**src/rtl/display_controller.sv**
```systemverilog
// display_controller: bus-programmed 10-digit display driver.
// Converts a signed 32-bit VALUE to BCD (double dabble) or shows it as hex.
// Ports: clk, reset (sync, high); we/addr/wdata bus write; rdata comb read;
//        digits (10x4b, digit 0 lowest), neg, blank (per digit), busy.
module display_controller #(
  parameter bit BLANK_DEFAULT = 1'b0,
  parameter bit HEX_DEFAULT   = 1'b0
) (
  input  logic        clk,
  input  logic        reset,
  input  logic        we,
  input  logic [1:0]  addr,
  input  logic [31:0] wdata,
  output logic [31:0] rdata,
  output logic [39:0] digits,
  output logic        neg,
  output logic [9:0]  blank,
  output logic        busy
);

  typedef enum logic {IDLE, CONV} state_t;

  state_t      state_q, state_d;
  logic [4:0]  cnt_q, cnt_d;
  logic [31:0] bin_q, bin_d;
  logic [39:0] bcd_q, bcd_d;
  logic        sign_q, sign_d;
  logic        done_q, done_d;
  logic [31:0] value_q, value_d;
  logic        blank_en_q, blank_en_d;
  logic        hex_q, hex_d;
  logic [39:0] digits_q, digits_d;
  logic        neg_q, neg_d;
  logic [9:0]  blank_q, blank_d;

  logic        val_wr;
  logic        ctl_wr;
  logic [31:0] mag;
  logic [35:0] adj_lo;
  logic [2:0]  adj_hi;

  always_comb begin
    state_d    = state_q;
    cnt_d      = cnt_q;
    bin_d      = bin_q;
    bcd_d      = bcd_q;
    sign_d     = sign_q;
    done_d     = 1'b0;
    value_d    = value_q;
    blank_en_d = blank_en_q;
    hex_d      = hex_q;
    digits_d   = digits_q;
    neg_d      = neg_q;
    blank_d    = '0;

    val_wr = we && (addr == 2'd0);
    ctl_wr = we && (addr == 2'd1);
    mag    = wdata[31] ? (~wdata + 32'd1) : wdata;

    // add-3 on every nibble >= 5 before the shift
    for (int i = 0; i < 9; i++) begin
      adj_lo[4*i +: 4] = (bcd_q[4*i +: 4] >= 4'd5) ?
                         bcd_q[4*i +: 4] + 4'd3 :
                         bcd_q[4*i +: 4];
    end
    // top digit's MSB is shifted out, so only its low 3 bits matter
    adj_hi = (bcd_q[39:36] >= 4'd5) ?
             bcd_q[38:36] + 3'd3 :
             bcd_q[38:36];

    if (state_q == CONV) begin
      bcd_d = {adj_hi, adj_lo, bin_q[31]};
      bin_d = {bin_q[30:0], 1'b0};
      cnt_d = cnt_q + 5'd1;
      if (cnt_q == 5'd31) begin
        state_d = IDLE;
        done_d  = 1'b1;
      end
    end

    // finished result is committed one cycle after the last shift;
    // a VALUE write on that edge supersedes it
    if (done_q && !val_wr) begin
      digits_d = bcd_q;
      neg_d    = sign_q && (bcd_q != 40'd0);
    end

    if (val_wr) begin
      value_d = wdata;
      done_d  = 1'b0;
      if (hex_q) begin
        digits_d = {8'h00, wdata};
        neg_d    = 1'b0;
        state_d  = IDLE;
      end else begin
        state_d = CONV;
        bin_d   = mag;
        bcd_d   = '0;
        cnt_d   = '0;
        sign_d  = wdata[31];
      end
    end

    if (ctl_wr) begin
      blank_en_d = wdata[0];
      hex_d      = wdata[1];
    end

    // leading-zero blanking follows the digits being registered
    if (blank_en_d) begin
      for (int i = 1; i < 10; i++) begin
        blank_d[i] = ((digits_d >> (4*i)) == 40'd0);
      end
    end
  end

  always_ff @(posedge clk) begin
    if (reset) begin
      state_q    <= IDLE;
      cnt_q      <= '0;
      bin_q      <= '0;
      bcd_q      <= '0;
      sign_q     <= 1'b0;
      done_q     <= 1'b0;
      value_q    <= '0;
      blank_en_q <= BLANK_DEFAULT;
      hex_q      <= HEX_DEFAULT;
      digits_q   <= '0;
      neg_q      <= 1'b0;
      blank_q    <= BLANK_DEFAULT ? 10'h3FE : 10'h000;
    end else begin
      state_q    <= state_d;
      cnt_q      <= cnt_d;
      bin_q      <= bin_d;
      bcd_q      <= bcd_d;
      sign_q     <= sign_d;
      done_q     <= done_d;
      value_q    <= value_d;
      blank_en_q <= blank_en_d;
      hex_q      <= hex_d;
      digits_q   <= digits_d;
      neg_q      <= neg_d;
      blank_q    <= blank_d;
    end
  end

  assign busy   = (state_q == CONV);
  assign digits = digits_q;
  assign neg    = neg_q;
  assign blank  = blank_q;

  always_comb begin
    rdata = '0;
    unique case (addr)
      2'd0: rdata = value_q;
      2'd1: rdata = {30'b0, hex_q, blank_en_q};
      2'd2: rdata = {31'b0, busy};
      2'd3: rdata = '0;
    endcase
  end

endmodule

```
**config.mk**
```make
export PLATFORM = sky130hd
export DESIGN_NAME = display_controller
export DESIGN_NICKNAME = d
export VERILOG_FILES = /design/src/rtl/display_controller.sv
export SDC_FILE = /design/constraint.sdc
export NUM_CORES = 1
export LEC_CHECK = 0
export CAP_MARGIN = 30
export CORE_MARGIN = 8
export CORE_UTILIZATION = 55
export CTS_BUF_LIST = sky130_fd_sc_hd__clkbuf_4
export DETAILED_ROUTE_END_ITERATION = 8
export DONT_BUFFER_PORTS = 1
export HOLD_SLACK_MARGIN = 0.08
export PLACE_DENSITY = 0.7
export SKIP_LAST_GASP = 1
export SYNTH_ARGS = -nofsm -noshare
export SYNTH_HDL_FRONTEND = slang
export SYNTH_SLANG_ARGS = --single-unit
```
**constraint.sdc**
```tcl
create_clock -name clk -period 3.05 [get_ports clk]
set_input_delay 0.4575 -clock clk [delete_from_list [all_inputs] [get_ports clk]]
set_output_delay 0.4575 -clock clk [all_outputs]
set_load 0.005 [all_outputs]
```
==> run summary <==
TritonCTS clock tree -> built
Fraction of layout cells with a size suffix above 1 -> 6.614%
Highest attainable clock frequency -> 0.3645 GHz
Post-synthesis share of cell area spent on full adders, half adders and majority gates -> 4.860%
Arrival time at the worst endpoint -> 3230 ps
Yosys warning total -> 0
Effective utilization at floorplan -> 56.48%
H-Tree Level Count -> 4
Routability congestion estimate from global placement -> 0.8530
Number of pins with negative max-slew slack in the final report -> 0
Fill cell count -> 1317
Least setup slack across all paths after layout -> 306.6 ps
Part of the Yosys area used for sequential elements -> 39.85%
Slowest cell delay on critical path -> 630 ps
R2R cell count -> 6
Inserted Clock Buffers -> 17
Worst-path cell chain -> nor4bb_2 > nor2_1 > a2111oi_0 > nand3_1 > or4_4 > nor4_1
Bufs and invs on worst path -> 0
Sum of negative setup slack -> 0 ps
Main combinational cell family by area after synthesis -> simple AND/OR/NAND/NOR gates
HPWL after DPL -> 16490 µm
Worst-Margin Slew -> 604.7 ps
Max-cap check violation count -> 0
Grt total ovfl -> 0
Simple logic cell fraction of the synthesized area -> 22.11%
Synthesized net count -> 1058
Worst IR Drop VDD -> 181.7 µV
Starting DRT DRC Count -> 722
Setup-failing EPs final -> 0
Worst setup slack after placement -> 368.8 ps
Core ar. -> 14590 µm²
Sum of internal, switching and leakage power -> 0.004029 W
Instance area after placement -> 8412 µm²
Maximum number of pins on one net before global-route repair -> 100
Number of routed nets with antenna violations -> 0
Total Nets Final -> 1070
Kind of cell with the highest combined delay on the critical path -> simple AND/OR/NAND/NOR gates
Worst clock skew -> 17.90 ps
Die Ht -> 138.4 µm
Data required time at the worst endpoint -> 3540 ps
CP startpoint kind -> register
Total length of routed wires -> 24880 µm
CP endpoint kind -> register
Run status -> finished, final reports clean
Routed vias/inst -> 6.063
Total of buffers placed on input and output ports -> 0
EDFF count, synth -> 0
Worst-case clock buffer depth -> 2
Leading cell types in the layout, fill and taps excluded -> sky130_fd_sc_hd__dfxtp_1, sky130_fd_sc_hd__nor2_1, sky130_fd_sc_hd__nand2_1, sky130_fd_sc_hd__a21oi_1, sky130_fd_sc_hd__mux2i_1
P_leak -> 3.198 nW
Count of cell types in the netlist -> 60
Cell Area, Synth -> 8239 µm²
Number of antenna violations at the first check in global routing -> 1
First-pass GRT wire length -> 38160 µm
Layout Cell Area excl Fill -> 9089 µm²
Multiplexer area fraction after synthesis -> 6.940%
Hold violation count in the final report -> 0
Unrepaired setup endpoints after global routing -> no
Via count -> 7264
Clk pin slew, worst setup/hold paths -> 130 ps
Most frequent standard cell in the layout excluding fill and tap cells -> sky130_fd_sc_hd__dfxtp_1
Master of the slowest instance on the critical path -> sky130_fd_sc_hd__or4_4
Clock insertion delay at the later pin of the skew report -> 580 ps
Crit path kind -> reg2reg
Worst Hold Path Cells -> 3
Worst slew slack as a fraction of its limit -> 59.53%
Seq. cell area -> 3287 µm²
Vias in the first global route -> 6659
Cell count after synthesis -> 989
Syn_area_per_cell -> 8.331 µm²
Total area of multi-input combinational cells -> 4599 µm²
Worst min-delay path category -> in2reg
Die footprint -> 19150 µm²
Xor/xnor share of the synthesized area -> 4.465%
Power density over the cells -> 443.3 nW/µm²
Top fanout value on the critical path -> 7
Total I/O pin count -> 121
Global router's overall resource usage -> 24.81%
Floorplan row count -> 44
Tmin final -> 2743 ps
Async set-or-reset flop fraction in the synthesized netlist -> 0%
WL per Instance -> 20.76 µm
Number of register bits inferred by synthesis -> 164
DRC viols -> 0
CTS sink count -> 164
Number of iterations in the first detailed-routing pass -> 6
Crit. path cell count -> 6
Setup bufs post-CTS -> 0
P&R area growth vs syn -> 10.31%
Ys flop type -> sky130_fd_sc_hd__dfxtp_1
Final worst path period share -> 89.95%
Master cell of the clock root buffer -> sky130_fd_sc_hd__clkbuf_4
Horizontal extent of the die -> 138.4 µm
Compound-gate portion of the synthesized area -> 17.18%
-- final timing paths --
check	startpoint	slack, ps	to
worst max-delay path	hex_q$_SDFFE_PP0P_	310	blank[1]$_SDFF_PP0_
worst min-delay path	wdata[13]	100	bin_q[13]$_SDFF_PP0_
worst max register to register	hex_q$_SDFFE_PP0P_	310	blank[1]$_SDFF_PP0_
worst min register to register	value_q[20]$_SDFFE_PP0P_	460	value_q[20]$_SDFFE_PP0P_
-- stage by stage --
stage	std cells	utilization (%)	hold WS (ps)
6_report	1198	62.30	100.9
5_1_grt	1197	62.28	86.91
4_1_cts	1192	61.94	80.49
3_5_place_dp	1128	57.66	436.0
3_3_place_gp	1128	57.66	432.5
2_1_floorplan	989	-	431.7
-- synth_stat cells (all sizes together) (17+ instances only) --
| cell | instances | area share (%) |
|---|---|---|
| nand2b | 17 | 1.4 |
| nand3 | 18 | 1.1 |
| nor3 | 19 | 1.2 |
| dfxtp | 164 | 40 |
| a21oi | 78 | 4.7 |
| o21ai | 47 | 2.9 |
| nor2 | 112 | 5.1 |
| a211oi | 39 | 3.6 |
| and2 | 32 | 2.4 |
| xnor2 | 26 | 2.8 |
| clkbuf | 50 | 2.3 |
| mux2i | 56 | 6.8 |
| ha | 32 | 4.9 |
| buf | 18 | 1.1 |
| nand2 | 111 | 5.1 |
| inv | 25 | 1.1 |
-- power breakdown --
group	switching, W	total [W]	leakage, nW	internal [W]
registers	0.0000641	0.00227	1.33	0.00221
clock network	0.000767	0.00132	0.150	0.000556
logic	0.000239	0.000435	1.72	0.000196
total	0.00107	0.00403	3.20	0.00296
-- state kept, by name, indices dropped and copies added (netlist names) --
signal,cells
value_q,32
digits,40
bcd_q,40
done_q,1
sign_q,1
blank_en_q,1
cnt_q,5
neg,1
busy,1
hex_q,1
blank,9
bin_q,32
-- what timing repair did --
item / CTS / global route
hold buffers: 33 / 5
endpoints found under the hold margin: 101 / 5
resized for setup: 0 / 0
-- worst reg2reg max path, cell delays in order (launching register included) --
cell	delay (ps)
sky130_fd_sc_hd__dfxtp_1	470
sky130_fd_sc_hd__nor4bb_2	380
sky130_fd_sc_hd__nor2_1	80
sky130_fd_sc_hd__a2111oi_0	510
sky130_fd_sc_hd__nand3_1	300
sky130_fd_sc_hd__or4_4	630
sky130_fd_sc_hd__nor4_1	290
-- logic make-up after synthesis --
group                      count (synthesis)
DFF                                      164
and+or+nand+nor                          371
muxes                                     57
buffers and inverters                     94
AOI/OAI and AO/OA                        228
xor gates and xnor gates                  42
other                                      1
adders and majority gates                 32
-- cell type report --
cell class / count / share of cell area, %
Timing Repair Buffer: 61 / 6.553
Antenna cell: 1 / 0.02753
Clock inverter: 13 / 1.556
Multi-Input combinational cell: 731 / 50.61
Inverter: 26 / 1.074
Tap cell: 184 / 2.533
Clock buffer: 18 / 1.487
Sequential cell: 164 / 36.16
-- per-layer routing --
layer  global-route usage, %  wire length [µm]
met3                   6.199              2024
met2                   38.85             11340
met5                       0                 0
met4                   10.87               784
met1                   31.65             10720
No activity file was read; power rests on OpenSTA's default activity.
